[src/rtl/serial_wb_slave.sv]
// Wishbone pipelined slave that tunnels each request as a byte-serial command frame
// and completes it from a byte-serial response, with a response timeout.
module serial_wb_slave #(
    parameter int unsigned BYTES          = 2,
    parameter int unsigned ADDR_BITS      = 23,
    parameter int unsigned TIMEOUT_CYCLES = 65535
) (
    input  logic                 clk,
    input  logic                 areset,
    input  logic [ADDR_BITS-1:0] s_wb_addr,
    input  logic [BYTES*8-1:0]   s_wb_dat_m2s,
    output logic [BYTES*8-1:0]   s_wb_dat_s2m,
    input  logic                 s_wb_we,
    input  logic [BYTES-1:0]     s_wb_sel,
    input  logic                 s_wb_stb,
    input  logic                 s_wb_cyc,
    output logic                 s_wb_ack,
    output logic                 s_wb_err,
    output logic                 s_wb_stall,
    input  logic                 axis_o_tready,
    output logic                 axis_o_tvalid,
    output logic                 axis_o_tlast,
    output logic [7:0]           axis_o_tdata,
    output logic                 axis_i_tready,
    input  logic                 axis_i_tvalid,
    input  logic                 axis_i_tlast,
    input  logic [7:0]           axis_i_tdata
);

    localparam int unsigned AddrBytes = (ADDR_BITS + 7) / 8;
    localparam int unsigned DW        = BYTES * 8;
    localparam int unsigned AW        = AddrBytes * 8;
    localparam int unsigned TW        = $clog2(TIMEOUT_CYCLES + 1);
    localparam logic [TW-1:0] TmoLast = TW'(TIMEOUT_CYCLES - 1);
    localparam logic [7:0] AddrLast   = 8'(AddrBytes - 1);
    localparam logic [7:0] DataLast   = 8'(BYTES - 1);

    typedef enum logic [2:0] {
        StIdle,
        StSendOp,
        StSendAddr,
        StSendData,
        StWaitResp
    } state_e;

    state_e          state_q, state_d;
    logic [AW-1:0]   addr_q, addr_d;
    logic [DW-1:0]   wdat_q, wdat_d;
    logic [DW-1:0]   shreg_q, shreg_d;
    logic [DW-1:0]   rdat_q, rdat_d;
    logic            we_q, we_d;
    logic            alive_q, alive_d;
    logic [7:0]      idx_q, idx_d;
    logic [TW-1:0]   tmo_q, tmo_d;
    logic            ack_q, ack_d;
    logic            err_q, err_d;
    logic            rdy_q;
    logic            accept, o_hs, i_hs;
    logic [DW-1:0]   shifted;
    logic            unused_ok;

    assign unused_ok = ^{s_wb_sel, axis_i_tlast};

    // rdy_q keeps the slave quiet until the first edge after reset releases.
    assign s_wb_stall    = !rdy_q || (state_q != StIdle) || ack_q || err_q;
    assign axis_i_tready = rdy_q && ((state_q == StIdle) || (state_q == StWaitResp));
    assign accept        = s_wb_stb && s_wb_cyc && !s_wb_stall;
    assign o_hs          = axis_o_tvalid && axis_o_tready;
    assign i_hs          = axis_i_tvalid && axis_i_tready;
    assign s_wb_dat_s2m  = rdat_q;
    assign s_wb_ack      = ack_q;
    assign s_wb_err      = err_q;

    always_comb begin
        shifted      = shreg_q << 8;
        shifted[7:0] = axis_i_tdata;
    end

    always_comb begin
        axis_o_tvalid = 1'b0;
        axis_o_tlast  = 1'b0;
        axis_o_tdata  = 8'h00;
        unique case (state_q)
            StSendOp: begin
                axis_o_tvalid = 1'b1;
                axis_o_tdata  = {7'b0, we_q};
            end
            StSendAddr: begin
                axis_o_tvalid = 1'b1;
                axis_o_tdata  = addr_q[{idx_q, 3'b000} +: 8];
                axis_o_tlast  = !we_q && (idx_q == 8'd0);
            end
            StSendData: begin
                axis_o_tvalid = 1'b1;
                axis_o_tdata  = wdat_q[{idx_q, 3'b000} +: 8];
                axis_o_tlast  = (idx_q == 8'd0);
            end
            default: ;
        endcase
    end

    always_comb begin
        state_d = state_q;
        addr_d  = addr_q;
        wdat_d  = wdat_q;
        shreg_d = shreg_q;
        rdat_d  = rdat_q;
        we_d    = we_q;
        idx_d   = idx_q;
        tmo_d   = '0;
        ack_d   = 1'b0;
        err_d   = 1'b0;
        // A master that drops cyc mid-transaction still gets the frame finished,
        // but no completion is reported.
        alive_d = (state_q == StIdle) ? alive_q : (alive_q && s_wb_cyc);

        unique case (state_q)
            StIdle: begin
                if (accept) begin
                    state_d                 = StSendOp;
                    addr_d                  = '0;
                    addr_d[ADDR_BITS-1:0]   = s_wb_addr;
                    wdat_d                  = s_wb_dat_m2s;
                    we_d                    = s_wb_we;
                    alive_d                 = 1'b1;
                end
            end
            StSendOp: begin
                if (o_hs) begin
                    state_d = StSendAddr;
                    idx_d   = AddrLast;
                end
            end
            StSendAddr: begin
                if (o_hs) begin
                    if (idx_q == 8'd0) begin
                        state_d = we_q ? StSendData : StWaitResp;
                        idx_d   = DataLast;
                    end else begin
                        idx_d = idx_q - 8'd1;
                    end
                end
            end
            StSendData: begin
                if (o_hs) begin
                    if (idx_q == 8'd0) begin
                        state_d = StWaitResp;
                        idx_d   = 8'd0;
                    end else begin
                        idx_d = idx_q - 8'd1;
                    end
                end
            end
            StWaitResp: begin
                if (i_hs) begin
                    shreg_d = shifted;
                    if (idx_q == 8'd0) begin
                        state_d = StIdle;
                        ack_d   = alive_d;
                        if (!we_q) rdat_d = shifted;
                    end else begin
                        idx_d = idx_q - 8'd1;
                    end
                end else if (tmo_q == TmoLast) begin
                    state_d = StIdle;
                    err_d   = alive_d;
                end else begin
                    tmo_d = tmo_q + 1'b1;
                end
            end
            default: state_d = StIdle;
        endcase
    end

    always_ff @(posedge clk or posedge areset) begin
        if (areset) begin
            state_q <= StIdle;
            addr_q  <= '0;
            wdat_q  <= '0;
            shreg_q <= '0;
            rdat_q  <= '0;
            we_q    <= 1'b0;
            alive_q <= 1'b0;
            idx_q   <= 8'd0;
            tmo_q   <= '0;
            ack_q   <= 1'b0;
            err_q   <= 1'b0;
            rdy_q   <= 1'b0;
        end else begin
            state_q <= state_d;
            addr_q  <= addr_d;
            wdat_q  <= wdat_d;
            shreg_q <= shreg_d;
            rdat_q  <= rdat_d;
            we_q    <= we_d;
            alive_q <= alive_d;
            idx_q   <= idx_d;
            tmo_q   <= tmo_d;
            ack_q   <= ack_d;
            err_q   <= err_d;
            rdy_q   <= 1'b1;
        end
    end

endmodule

[config.mk]
export PLATFORM = sky130hd
export DESIGN_NAME = serial_wb_slave
export DESIGN_NICKNAME = d
export VERILOG_FILES = /design/src/rtl/serial_wb_slave.sv
export SDC_FILE = /design/constraint.sdc
export NUM_CORES = 1
export LEC_CHECK = 0
export BUFFER_PORTS_ARGS = -buffer_cell sky130_fd_sc_hd__buf_4
export CORE_ASPECT_RATIO = 1.25
export CORE_UTILIZATION = 57
export CTS_BUF_LIST = sky130_fd_sc_hd__clkbuf_8
export CTS_CLUSTER_DIAMETER = 50
export DETAILED_ROUTE_END_ITERATION = 8
export PLACE_DENSITY = 0.81
export SYNTH_ARGS = -nofsm -noshare
export SYNTH_HDL_FRONTEND = slang
export SYNTH_SLANG_ARGS = --single-unit
export TNS_END_PERCENT = 100
[constraint.sdc]
create_clock -name clk -period 3.5 [get_ports clk]
set_input_delay 0.7 -clock clk [delete_from_list [all_inputs] [get_ports clk]]
set_output_delay 0.7 -clock clk [all_outputs]
set_load 0.01 [all_outputs]
==> flow_metrics.env <==
export IMPL_outcome="finished, final reports clean"
export IMPL_grt_met3_usage=0.0532
export IMPL_synth_top_cells_by_area="dfrtp_1, mux2_2, nand2_1, a21oi_1, mux4_2"
export IMPL_layout_common_cells="dfrtp_1, buf_4, mux2_2"
export IMPL_wl_per_cell_um=15.6
export IMPL_powerDensity_nw_per_um2=651
export IMPL_cap_violations=0
export IMPL_ys_ff_latch=95
export IMPL_cts_made_buffers=9
export IMPL_path_clk_slew_ns=0.09
export IMPL_yosysWarnings=0
export IMPL_fin_crit_sh=0.910
export IMPL_layout_drive_gt1_share=0.383
export IMPL_use_met2=0.407
export IMPL_end_kind="output port"
export IMPL_fin_crit_ns=3.19
export IMPL_hp_class="reg2reg"
export IMPL_hold_viol=0
export IMPL_crit_arrival_ns=2.49
export IMPL_cts_max_path_buffers=2
export IMPL_dieArea_um2=7900
export IMPL_syn_inst=363
export IMPL_clock_root_buffer="clkbuf_8"
export IMPL_antenna_found_initial=0
export IMPL_die_y_um=99.1
export IMPL_ir_drop_mv=0.422
export IMPL_worst_setup_path_start_kind="flip-flop"
export IMPL_ys_async_sr_fraction=1.00
export IMPL_synth_avg_cell_area_um2=11.8
export IMPL_vias_per_cell=5.62
export IMPL_synth_top_area_share=0.553
export IMPL_clock_skew_ns=0.0102
export IMPL_place_area_um2=5040
export IMPL_rsz0062_at_grt="no"
export IMPL_final_area_um2=5210
export IMPL_seqCellArea_um2=2380
export IMPL_grt_usage=0.239
export IMPL_cp_max_fo=13
export IMPL_setup_violations=0
export IMPL_antenna_cells=0
export IMPL_synth_edff_count=0
export IMPL_post_cts_setup_buffer_count=0
export IMPL_antenna_left=0
export IMPL_first_iter_violations=227
export IMPL_cts_htree_levels=3
export IMPL_dp_hpwl_mm=6.24
export IMPL_postCtsHoldBufs=0
export IMPL_yosysTopAreaCell="dfrtp_1"
export IMPL_nNetsFinal=510
export IMPL_grt_max_degree=52
export IMPL_finalMaxSlewViolations=0
export IMPL_cts_tree="done"
export IMPL_met1_usage=0.301
export IMPL_worstMarginPinSlew_ns=0.866
export IMPL_multi_input_area_um2=1840
export IMPL_initial_utilization=0.585
export IMPL_port_buffers=83
export IMPL_max_freq_mhz=314
export IMPL_yosysSeqAreaShare=0.553
export IMPL_power_total_uw=3390
export IMPL_drt_first_pass_iters=4
export IMPL_fillerInstances=533
export IMPL_grt_pass1_wl_mm=14.5
export IMPL_gr_total_overflow=0
export IMPL_path_class="reg2out"
export IMPL_die_w_um=79.7
export IMPL_top_usage_layer="met2"
export IMPL_synth_distinct_cells=50
export IMPL_drc_errors=0
export IMPL_leakage_uw=0.00246
export IMPL_grt_pass1_vias=3163
export IMPL_synth_flop_cell="dfrtp_1"
export IMPL_place_gp_congestion=0.754
export IMPL_syn2layout_area_growth_pct=21.1
export IMPL_cts_resized=0
export IMPL_synth_area_um2=4300
export IMPL_num_rows=35
export IMPL_tns_ns=0
export IMPL_design_core_area_um2=7360
export IMPL_vias=3071
export IMPL_worstPathRequired_ns=2.80
export IMPL_io_pins=87
export IMPL_wl_mm=8.54
export IMPL_clk_latency_ns=0.35
export IMPL_syn_num_nets=424
export IMPL_mostFrequentLayoutCell="dfrtp_1"
export IMPL_relSlewSlack=0.422
export IMPL_cts_sinks=95
## cell usage after synthesis, drive strengths merged (4+ instances only)
master	n
dfrtp	95
mux2	59
nand2	44
nor2	22
a21oi	20
o21ai	10
xor2	9
nand3	8
buf	7
clkbuf	7
or3	6
nand2b	5
nand4	5
nor3	5
o22ai	5
a211oi	4
ha	4
inv	4
mux4	4
## worst max-delay path, cell delays in order (launching register included)
cell and delay, ns:
dfrtp_1 0.56, nor2b_1 0.29, nand2_1 0.35, mux4_2 0.55, a22o_1 0.24, buf_4 0.14
## logic make-up (layout without fill, tap and decap cells)
| logic type | count (synthesis) | count (layout) | synth area share |
|---|---|---|---|
| buffers and inverters | 19 | 110 | 0.0204 |
| AOI/OAI and AO/OA | 52 | 52 | 0.0745 |
| adders and majority gates | 4 | 4 | 0.0116 |
| xor gates and xnor gates | 11 | 11 | 0.0224 |
| other | 1 | 1 | 0.000872 |
| and+or+nand+nor | 115 | 115 | 0.135 |
| muxes | 66 | 66 | 0.182 |
| DFF | 95 | 95 | 0.553 |
## metrics by stage
step	hold WS, ns	util	worst slack (ns)	instances
finish	0.478	0.708	0.314	546
global route	0.509	0.708	0.138	546
CTS	0.483	0.708	0.289	546
detailed placement	0.459	0.685	0.698	530
global placement	0.452	0.685	0.702	530
floorplan	0.440	-	0.323	363
## registers in the layout (all words and copies together) (netlist names)
register	count
alive_q	1
tmo_q	16
s_wb_err	1
idx_q	8
rdy_q	1
s_wb_ack	1
we_q	1
wdat_q	16
shreg_q	8
s_wb_dat_s2m	16
addr_q	23
state_q	3
## report_power, final
part | switching, uW | internal [uW] | total (uW)
Sequential | 226 | 1400 | 1630
Combinational | 522 | 608 | 1130
Clock | 377 | 259 | 636
## cell type report
class,count,area share
inverters,5,0.00384
repair buffers,89,0.131
multi-input cells,249,0.354
clock buffers,9,0.0238
flip-flops and latches,95,0.456
well taps,92,0.0221
clock inverters,7,0.00937
## per-layer routing
layer	share of wire	routed length, um
met1	0.42	3590
met2	0.53	4540
met3	0.036	305
met4	0.012	105
met5	0	0
## worst paths after layout
kind | from | end | slack (ns) | depth (start not counted)
max in group asynchronous | areset | tmo_q[4]$_DFF_PP0_ | 2.29 | 3
min | shreg_q[6]$_DFFE_PP0P_ | shreg_q[6]$_DFFE_PP0P_ | 0.48 | 2
max | state_q[1]$_DFFE_PP0P_ | axis_o_tdata[3] | 0.31 | 5
max reg2reg | idx_q[0]$_DFFE_PP0P_ | idx_q[6]$_DFFE_PP0P_ | 0.66 | 7
min in group asynchronous | areset | wdat_q[9]$_DFFE_PP0P_ | 0.51 | 2
min reg2reg | shreg_q[6]$_DFFE_PP0P_ | shreg_q[6]$_DFFE_PP0P_ | 0.48 | 2
No activity file was read; power rests on OpenSTA's default activity.
